===== src/rtl/fir_bus_pkg.sv =====
// Register map, status bit positions, sequencer states and bus request type for the FIR bus master.
// No logic, so no latency or backpressure applies.
// Shared by the sequencer and its bus-cycle generator.
package fir_bus_pkg;

    localparam logic [2:0] FIR_ADDR_DATA   = 3'd0;
    localparam logic [2:0] FIR_ADDR_STATUS = 3'd1;
    localparam logic [2:0] FIR_ADDR_START  = 3'd5;

    localparam int FIR_STAT_RDY = 0;
    localparam int FIR_STAT_OVF = 15;

    typedef enum logic [3:0] {
        ST_IDLE,
        ST_WR_DATA,
        ST_START,
        ST_WAIT,
        ST_POLL_RD,
        ST_POLL_HOLD,
        ST_RES_RD,
        ST_RES_HOLD,
        ST_OUT
    } seq_state_t;

    typedef struct packed {
        logic        wr;
        logic        rd;
        logic [2:0]  addr;
        logic [15:0] wdata;
    } bus_req_t;

endpackage


===== src/rtl/fir_bus_port.sv =====
// Registered bus-cycle generator: a request shows on the bus the cycle after it is presented.
// Latency: write is 1 cycle; read is READ + HOLD, data valid with rd_done during HOLD.
// Backpressure: none; a read always runs READ then HOLD, requests during READ are ignored.
module fir_bus_port
    import fir_bus_pkg::*;
(
    input  logic        clk,
    input  logic        rst_n,
    input  bus_req_t    req,
    output logic        rd_done,
    output logic [15:0] rd_dat,
    output logic [2:0]  ioaddr,
    output logic        iocs,
    output logic        iowr,
    output logic        iord,
    output logic [15:0] io_wdata,
    input  logic [15:0] io_rdata
);

    logic hold_q;

    always_ff @(posedge clk or negedge rst_n) begin
        if (!rst_n) begin
            ioaddr   <= '0;
            iocs     <= 1'b0;
            iowr     <= 1'b0;
            iord     <= 1'b0;
            io_wdata <= '0;
            hold_q   <= 1'b0;
        end else if (iord) begin
            // HOLD keeps chip select and address, drops the strobe
            iocs     <= 1'b1;
            iowr     <= 1'b0;
            iord     <= 1'b0;
            io_wdata <= '0;
            hold_q   <= 1'b1;
        end else begin
            iocs     <= req.wr | req.rd;
            iowr     <= req.wr;
            iord     <= req.rd & ~req.wr;
            ioaddr   <= (req.wr | req.rd) ? req.addr : 3'd0;
            io_wdata <= req.wr ? req.wdata : 16'd0;
            hold_q   <= 1'b0;
        end
    end

    // The caller captures rd_dat on the edge that ends HOLD
    assign rd_done = hold_q;
    assign rd_dat  = io_rdata;

endmodule


===== src/rtl/fir_bus_sequencer.sv =====
// Streams samples through the FIR peripheral: write sample, start, settle, poll RDY, read nout results.
// Latency: first result valid 7+SETTLE cycles after accept, +2 per extra poll, +3 per further result.
// Backpressure: s_ready only in IDLE; m_ready low holds OUT with m_data stable and the bus idle.
module fir_bus_sequencer
    import fir_bus_pkg::*;
#(
    parameter int unsigned SETTLE   = 19,
    parameter int unsigned POLL_MAX = 64
) (
    input  logic        clk,
    input  logic        rst_n,
    input  logic [15:0] s_data,
    input  logic        s_valid,
    output logic        s_ready,
    output logic [15:0] m_data,
    output logic        m_valid,
    input  logic        m_ready,
    input  logic [4:0]  nout,
    input  logic [7:0]  coef_base,
    output logic [2:0]  ioaddr,
    output logic        iocs,
    output logic        iowr,
    output logic        iord,
    output logic [15:0] io_wdata,
    input  logic [15:0] io_rdata,
    output logic        busy,
    output logic        ovf,
    output logic        timeout
);

    seq_state_t  state_q, state_d;
    bus_req_t    req;
    logic        rd_done;
    logic [15:0] rd_dat;
    logic        rst_done_q;
    logic [4:0]  nout_q;
    logic [4:0]  res_cnt_q;
    logic [7:0]  settle_q;
    logic [7:0]  poll_q;
    logic        poll_more;

    assign poll_more = ({1'b0, poll_q} + 9'd1) < 9'(POLL_MAX);

    always_comb begin
        state_d = state_q;
        case (state_q)
            ST_IDLE:      if (s_valid && s_ready) state_d = ST_WR_DATA;
            ST_WR_DATA:   state_d = ST_START;
            ST_START:     state_d = (SETTLE == 0) ? ST_POLL_RD : ST_WAIT;
            ST_WAIT:      if (settle_q == 8'd1) state_d = ST_POLL_RD;
            ST_POLL_RD:   state_d = ST_POLL_HOLD;
            ST_POLL_HOLD: if (rd_done) begin
                if (rd_dat[FIR_STAT_RDY]) state_d = ST_RES_RD;
                else if (poll_more)       state_d = ST_POLL_RD;
                else                      state_d = ST_IDLE;
            end
            ST_RES_RD:    state_d = ST_RES_HOLD;
            ST_RES_HOLD:  if (rd_done) state_d = ST_OUT;
            ST_OUT:       if (m_ready) state_d = (res_cnt_q + 5'd1 == nout_q) ? ST_IDLE : ST_RES_RD;
            default:      state_d = ST_IDLE;
        endcase
    end

    // Bus requests decode the next state so the registered bus lines up with the state
    always_comb begin
        req = '0;
        case (state_d)
            ST_WR_DATA: begin
                req.wr    = 1'b1;
                req.addr  = FIR_ADDR_DATA;
                req.wdata = s_data;
            end
            ST_START: begin
                req.wr    = 1'b1;
                req.addr  = FIR_ADDR_START;
                req.wdata = {8'h00, coef_base};
            end
            ST_POLL_RD: begin
                req.rd   = 1'b1;
                req.addr = FIR_ADDR_STATUS;
            end
            ST_RES_RD: begin
                req.rd   = 1'b1;
                req.addr = FIR_ADDR_DATA;
            end
            default: ;
        endcase
    end

    always_ff @(posedge clk or negedge rst_n) begin
        if (!rst_n) begin
            state_q    <= ST_IDLE;
            rst_done_q <= 1'b0;
            nout_q     <= '0;
            res_cnt_q  <= '0;
            settle_q   <= '0;
            poll_q     <= '0;
            m_data     <= '0;
            ovf        <= 1'b0;
            timeout    <= 1'b0;
        end else begin
            state_q    <= state_d;
            rst_done_q <= 1'b1;
            if (state_q == ST_IDLE && state_d == ST_WR_DATA) begin
                nout_q    <= (nout == 5'd0) ? 5'd1 : nout;
                res_cnt_q <= '0;
            end
            if (state_q == ST_START) begin
                settle_q <= 8'(SETTLE);
                poll_q   <= '0;
            end
            if (state_q == ST_WAIT) settle_q <= settle_q - 8'd1;
            if (state_q == ST_POLL_HOLD && rd_done) begin
                poll_q <= poll_q + 8'd1;
                if (rd_dat[FIR_STAT_OVF]) ovf <= 1'b1;
                if (!rd_dat[FIR_STAT_RDY] && !poll_more) timeout <= 1'b1;
            end
            if (state_q == ST_RES_HOLD && rd_done) m_data <= rd_dat;
            if (state_q == ST_OUT && m_ready) res_cnt_q <= res_cnt_q + 5'd1;
        end
    end

    assign s_ready = rst_done_q && (state_q == ST_IDLE);
    assign busy    = (state_q != ST_IDLE);
    assign m_valid = (state_q == ST_OUT);

    fir_bus_port u_port (
        .clk      (clk),
        .rst_n    (rst_n),
        .req      (req),
        .rd_done  (rd_done),
        .rd_dat   (rd_dat),
        .ioaddr   (ioaddr),
        .iocs     (iocs),
        .iowr     (iowr),
        .iord     (iord),
        .io_wdata (io_wdata),
        .io_rdata (io_rdata)
    );

endmodule


===== config.mk =====
export PLATFORM = sky130hd
export DESIGN_NAME = fir_bus_sequencer
export DESIGN_NICKNAME = d
export VERILOG_FILES = /design/src/rtl/fir_bus_pkg.sv /design/src/rtl/fir_bus_port.sv /design/src/rtl/fir_bus_sequencer.sv
export SDC_FILE = /design/constraint.sdc
export NUM_CORES = 1
export LEC_CHECK = 0
export CAP_MARGIN = 20
export CELL_PAD_IN_SITES_DETAIL_PLACEMENT = 0
export CELL_PAD_IN_SITES_GLOBAL_PLACEMENT = 1
export CORE_ASPECT_RATIO = 2
export CORE_UTILIZATION = 34
export CTS_CLUSTER_SIZE = 28
export DETAILED_ROUTE_END_ITERATION = 10
export GPL_TIMING_DRIVEN = 0
export PLACE_DENSITY = 0.87
export RECOVER_POWER = 25
export SLEW_MARGIN = 25
export SYNTH_ARGS = -nofsm -noshare
export SYNTH_HDL_FRONTEND = slang
export SYNTH_HIERARCHICAL = 1
export SYNTH_SLANG_ARGS = --single-unit

===== constraint.sdc =====
create_clock -name clk -period 2.2 [get_ports clk]
set_input_delay 0.33 -clock clk [delete_from_list [all_inputs] [get_ports clk]]
set_output_delay 0.33 -clock clk [all_outputs]
set_load 0.05 [all_outputs]

# After elaboration in Yosys (flattened, before gate mapping)
# Cells that the tools add are included.
# word_totals
out_inout_bits,43
wordCells,83
inputBits,49
reg_bits,72
# classes
n_mux,27
eq_ne,14
n_reduce_logical,19
n_addsub,4
n_bitwise,3
n_lt_le_gt_ge,1
# op_table
operator,n
one-hot mux 4 bit (9 select lines),1
2-to-1 mux 16 bit,2
2-to-1 mux 8 bit,4
one-hot mux 16 bit (2 select lines),1
"equality test 4 x 3 -> 1 bit, second input constant",6
2-to-1 mux 4 bit,5
2-to-1 mux 5 bit,3
"equality test 4 x 2 -> 1 bit, second input constant",3
2-to-1 mux 3 bit,4
"adder 8 x 1 -> 9 bit, second input constant",1
"less-than comparator 9 x 7 -> 1 bit, second input constant",1
"adder 8 x 1 -> 8 bit, second input constant",1
"equality test 4 x 1 -> 1 bit, second input constant",2
"equality test 8 x 1 -> 1 bit, second input constant",1
"subtractor 8 x 1 -> 8 bit, second input constant",1
logical AND 1 bit,7
2-to-1 mux 1 bit,6
one-hot mux 3 bit (2 select lines),1
nonzero test 2 bit,3
"adder 5 x 1 -> 5 bit, second input constant",1
equality test 5 bit,1
logical NOT 5 bit,1
"equality test 4 bit, second input constant",1
logical NOT 4 bit,1
7 further kinds,10

# Depth between registers and ports, before layout
# Gate-level depths: netlist of run 1.
# depth
ltp_word,12
mapped_depth,9
ltp_nobuf,8

# Cells and area by module
# Netlist of run 1, hierarchy kept.
# modules_own_cells
mod,seq_area_each_um2,n_inst,area_per_inst_um2,cells_per_inst
fir_bus_sequencer,1226.2,1,2605.0,245
fir_bus_port,575.6,1,880.8,69

# Least setup slack after synthesis of run 1
# Ideal clock, no wire load.
# synth_timing
path_type,register to register
start,register state_q[0]
end,register u_port.ioaddr[2]
synth_period_minus_slack_ns,2.314
setup_ns,0.083
path_stages_with_launch,9
t_arrival_ns,2.231
path_buffers,1
path_slack_ns,-0.114
required_time_ns,2.117
cell_sequence,dfrtp_1 > buf_2 > nor4b_4 > and2_1 > o41ai_4 > o211ai_2 > nor3b_2 > o21ai_0 > o21ai_0
# synth_rtl
item,line_no,text
from (decl),fir_bus_sequencer.sv:31,"seq_state_t state_q, state_d;"
from (signal assigned),fir_bus_sequencer.sv:102,state_q <= state_d;
to (signal assigned),fir_bus_port.sv:41,ioaddr <= (req.wr | req.rd) ? req.addr : 3'd0;
to (decl),fir_bus_port.sv:12,"output logic [2:0] ioaddr,"

==> results of run 1 <==
==> state kept, by name, indices dropped and copies added (netlist names) <==
signal and cells:
m_data 16, nout_q 5, ovf 1, poll_q 8, res_cnt_q 5, rst_done_q 1, settle_q 8, state_q 4
timeout 1, u_port/io_wdata 16, u_port/ioaddr 3, u_port/iocs 1, u_port/iord 1, u_port/iowr 1, u_port/rd_done 1
==> worst max-delay path by stage <==
stage	from	to	depth (start not counted)	slack, ps
4_1_cts	poll_q[0]	u_port/ioaddr[0]	8	6
3_5_place_dp	res_cnt_q[0]	u_port/iocs	7	-160
5_1_grt	res_cnt_q[1]	u_port/iocs	7	-90
3_3_place_gp	rst_n	u_port/io_wdata[0]	1	-1680
6_report	res_cnt_q[1]	u_port/iocs	7	10
2_1_floorplan	state_q[0]	u_port/ioaddr[2]	8	-4
==> synthesized netlist by cell type (all sizes together) (5+ instances only) <==
cell	instances
inv	7
and2	27
xor2	7
buf	24
nand2	24
a21oi	7
mux2	21
o21ai	25
nand3	5
nor2	25
nand2b	6
a22o	10
dfrtp	72
xnor2	6
==> stage by stage <==
step                      hold slack (ps)  std cells  TNS (ps)
after floorplan                      34.4        314     -4.38
after global placement                420        524   -121370
after detailed placement              322        525     -1480
after CTS                             191        543         0
after global routing                  205        546      -151
final                                 199        546         0
==> cells in the final DEF (no fill, tap or decap), drive strengths merged, types with 3 or more instances in the layout <==
| cell | n |
|---|---|
| nor2 | 25 |
| and2 | 27 |
| nand2 | 24 |
| o21ai | 25 |
| clkbuf | 16 |
| a31oi | 3 |
| dfrtp | 72 |
| buf | 28 |
| nand2b | 6 |
| a21oi | 7 |
| clkdlybuf4s50 | 71 |
| xnor2 | 6 |
| o31ai | 4 |
| mux2 | 21 |
| nand3 | 5 |
| inv | 8 |
| a22o | 10 |
| xor2 | 7 |
| or3 | 3 |
| clkinv | 5 |
| nor4 | 4 |
| ha | 4 |
==> power by group <==
group          total [mW]  internal [mW]  switching, mW
Clock                1.43          0.878          0.553
Combinational        2.65           1.08           1.56
Sequential           2.00           1.70          0.298
==> layout make-up <==
cell class	count	area, um^2	area share
well taps	135	169	0.0352
clock inverters	7	71.3	0.0149
multi-input cells	207	1510	0.315
inverters	7	26.3	0.00548
plain buffers	28	203	0.0423
repair buffers	81	786	0.164
clock buffers	9	225	0.0470
flip-flops and latches	72	1800	0.376
==> cells by family after synthesis <==
family          share of synthesized area
flops                               0.517
simple gates                        0.181
xor+xnor                           0.0348
mux                                0.0707
fa+ha+maj                          0.0144
compound gates                      0.116
buf+inv                            0.0646
other cells                       0.00215
==> layer usage <==
metal	routed length (um)	share of wire
met1	2570	0.35
met2	4360	0.59
met3	304	0.041
met4	210	0.028
met5	0	0
==> repair_timing <==
action                     4_1_cts  5_1_grt
pin swaps                        1        4
setup endpoints to repair       15       14
setup buffers                    1        3
hold endpoints to repair        36        0
gates resized for setup          6       14
hold buffers                     1        0
==> qor.yml, run 1 <==
synth:
  synth_seq_area_share: 0.517
  synth_cell_type_count: 48
  ys.flop_type: "dfrtp_1"
  synth_area_mm2: 0.00349
  yosysTopAreaCellShare: 0.517
  synthTopCellsByArea: "dfrtp_1, mux2_2, and2_1"
  synthArstFlopShare: 1.00
  synth_top_area_cell: "dfrtp_1"
  synthCells: 314
  syn_nets: 367
  ys_seq_elements: 72
  syn_avg_cell_area_um2: 11.1
  synth_edf_count: 0
  ys_warn_count: 6
floorplanning:
  ios: 92
  initial_core_util: 0.348
  core_area_mm2: 0.0100
  dieWidth_um: 73.6
  die_h_um: 145
  rows: 52
  die-area_mm2: 0.0107
global_route:
  grt_usage: 0.156
  grt_busiest_layer: "met2"
  grt_pass1_vias: 2619
  met3_usage: 0.0403
  grt_pass1_wl_mm: 12.5
  grt_max_degree: 38
  antenna_found_initial: 0
  grt_use_met2: 0.284
  overflow: 0
  grt_use_met1: 0.154
layout:
  diodes: 0
  fin_area_mm2: 0.00479
  fillCellCount: 955
  nNetsFinal: 459
  drive_above_1_share: 0.226
  syn_to_final_growth_pct: 37.5
  final_util: 0.478
placement:
  hpwl_mm: 5.71
  globalplace.congestion: 0.781
  place_area_mm2: 0.00443
  portBuffers: 75
  dpl_worst_slack_ps: -158
sta:
  fmax_mhz: 458
  tightest_slew_ps: 871
  hold_viol: 0
  slew_headroom: 0.419
  layout_min_cycle_time_ps: 2190
  rsz0062_at_grt: "yes"
  finalMaxSlewViolations: 0
  setup_viol: 0
  finalWorstSetupSlack_ps: 14.9
  finalCritPeriodShare: 0.993
  skew_ps: 7.98
drt:
  wl_per_cell_um: 13.6
  vias: 2564
  vias_per_cell: 4.70
  ant_nets: 0
  drt-total-wl_mm: 7.45
  first_iter_violations: 70
  drc: 0
  dr.pass1.iters: 4
min_path:
  hold_start: "io_rdata[15]"
  holdPathStages: 2
  whs_endpoint: "ovf"
  worstHoldPathType: "input pin to flop"
setup_path:
  crit_arrival_ps: 2390
  r2r-start: "res_cnt_q[1]"
  critPathSlowestCell: "dfrtp_1"
  path_max_fanout: 5
  critPathMaxStageDelay_ps: 410
  crit_chain: "ha_4 -> xnor2_2 -> nand3_2 -> o41ai_4 -> o211ai_2 -> nor3b_4 -> or3_1"
  endpoint_kind: "flop"
  worstSetupPathType: "flop to flop"
  cp-start-kind: "flop"
  r2r-end: "u_port/iocs"
  cp_num_buf_inv: 0
  crit_family: "simple AND/OR/NAND/NOR gates"
  r2r_slack_ps: 10
  crit_required_ps: 2400
  r2r_cells: 7
cts:
  root_buffer: "clkbuf_16"
  cts_max_level: 3
  clock-sinks: 72
  clk_path_buf_depth: 2
  worst_skew_pair.late_latency_ps: 340
  clk_pin_slew_ps: 60
  cts_tree: "built"
  cts_buffers: 9
power:
  power_density_mw_per_mm2: 1270
  p_leak_nw: 2.11
  ir_drop_v: 0.000892
  power_mw: 6.08
run:
  maxCapViolCount: 0
run_status:
  status: "completed"
Note: power is estimated with default switching activity, not from simulation.
==> inputs of run 2 (changes only) <==
--- a/config.mk
+++ b/config.mk
@@ -10,6 +10,7 @@
 export CELL_PAD_IN_SITES_GLOBAL_PLACEMENT = 1
 export CORE_ASPECT_RATIO = 2
 export CORE_UTILIZATION = 34
+export CTS_BUF_LIST = sky130_fd_sc_hd__clkbuf_4 sky130_fd_sc_hd__clkbuf_8 sky130_fd_sc_hd__clkbuf_16
 export CTS_CLUSTER_SIZE = 28
 export DETAILED_ROUTE_END_ITERATION = 10
 export GPL_TIMING_DRIVEN = 0
==> results of run 2 <==
Final layout, timing and power as in run 1 (identical DEF).
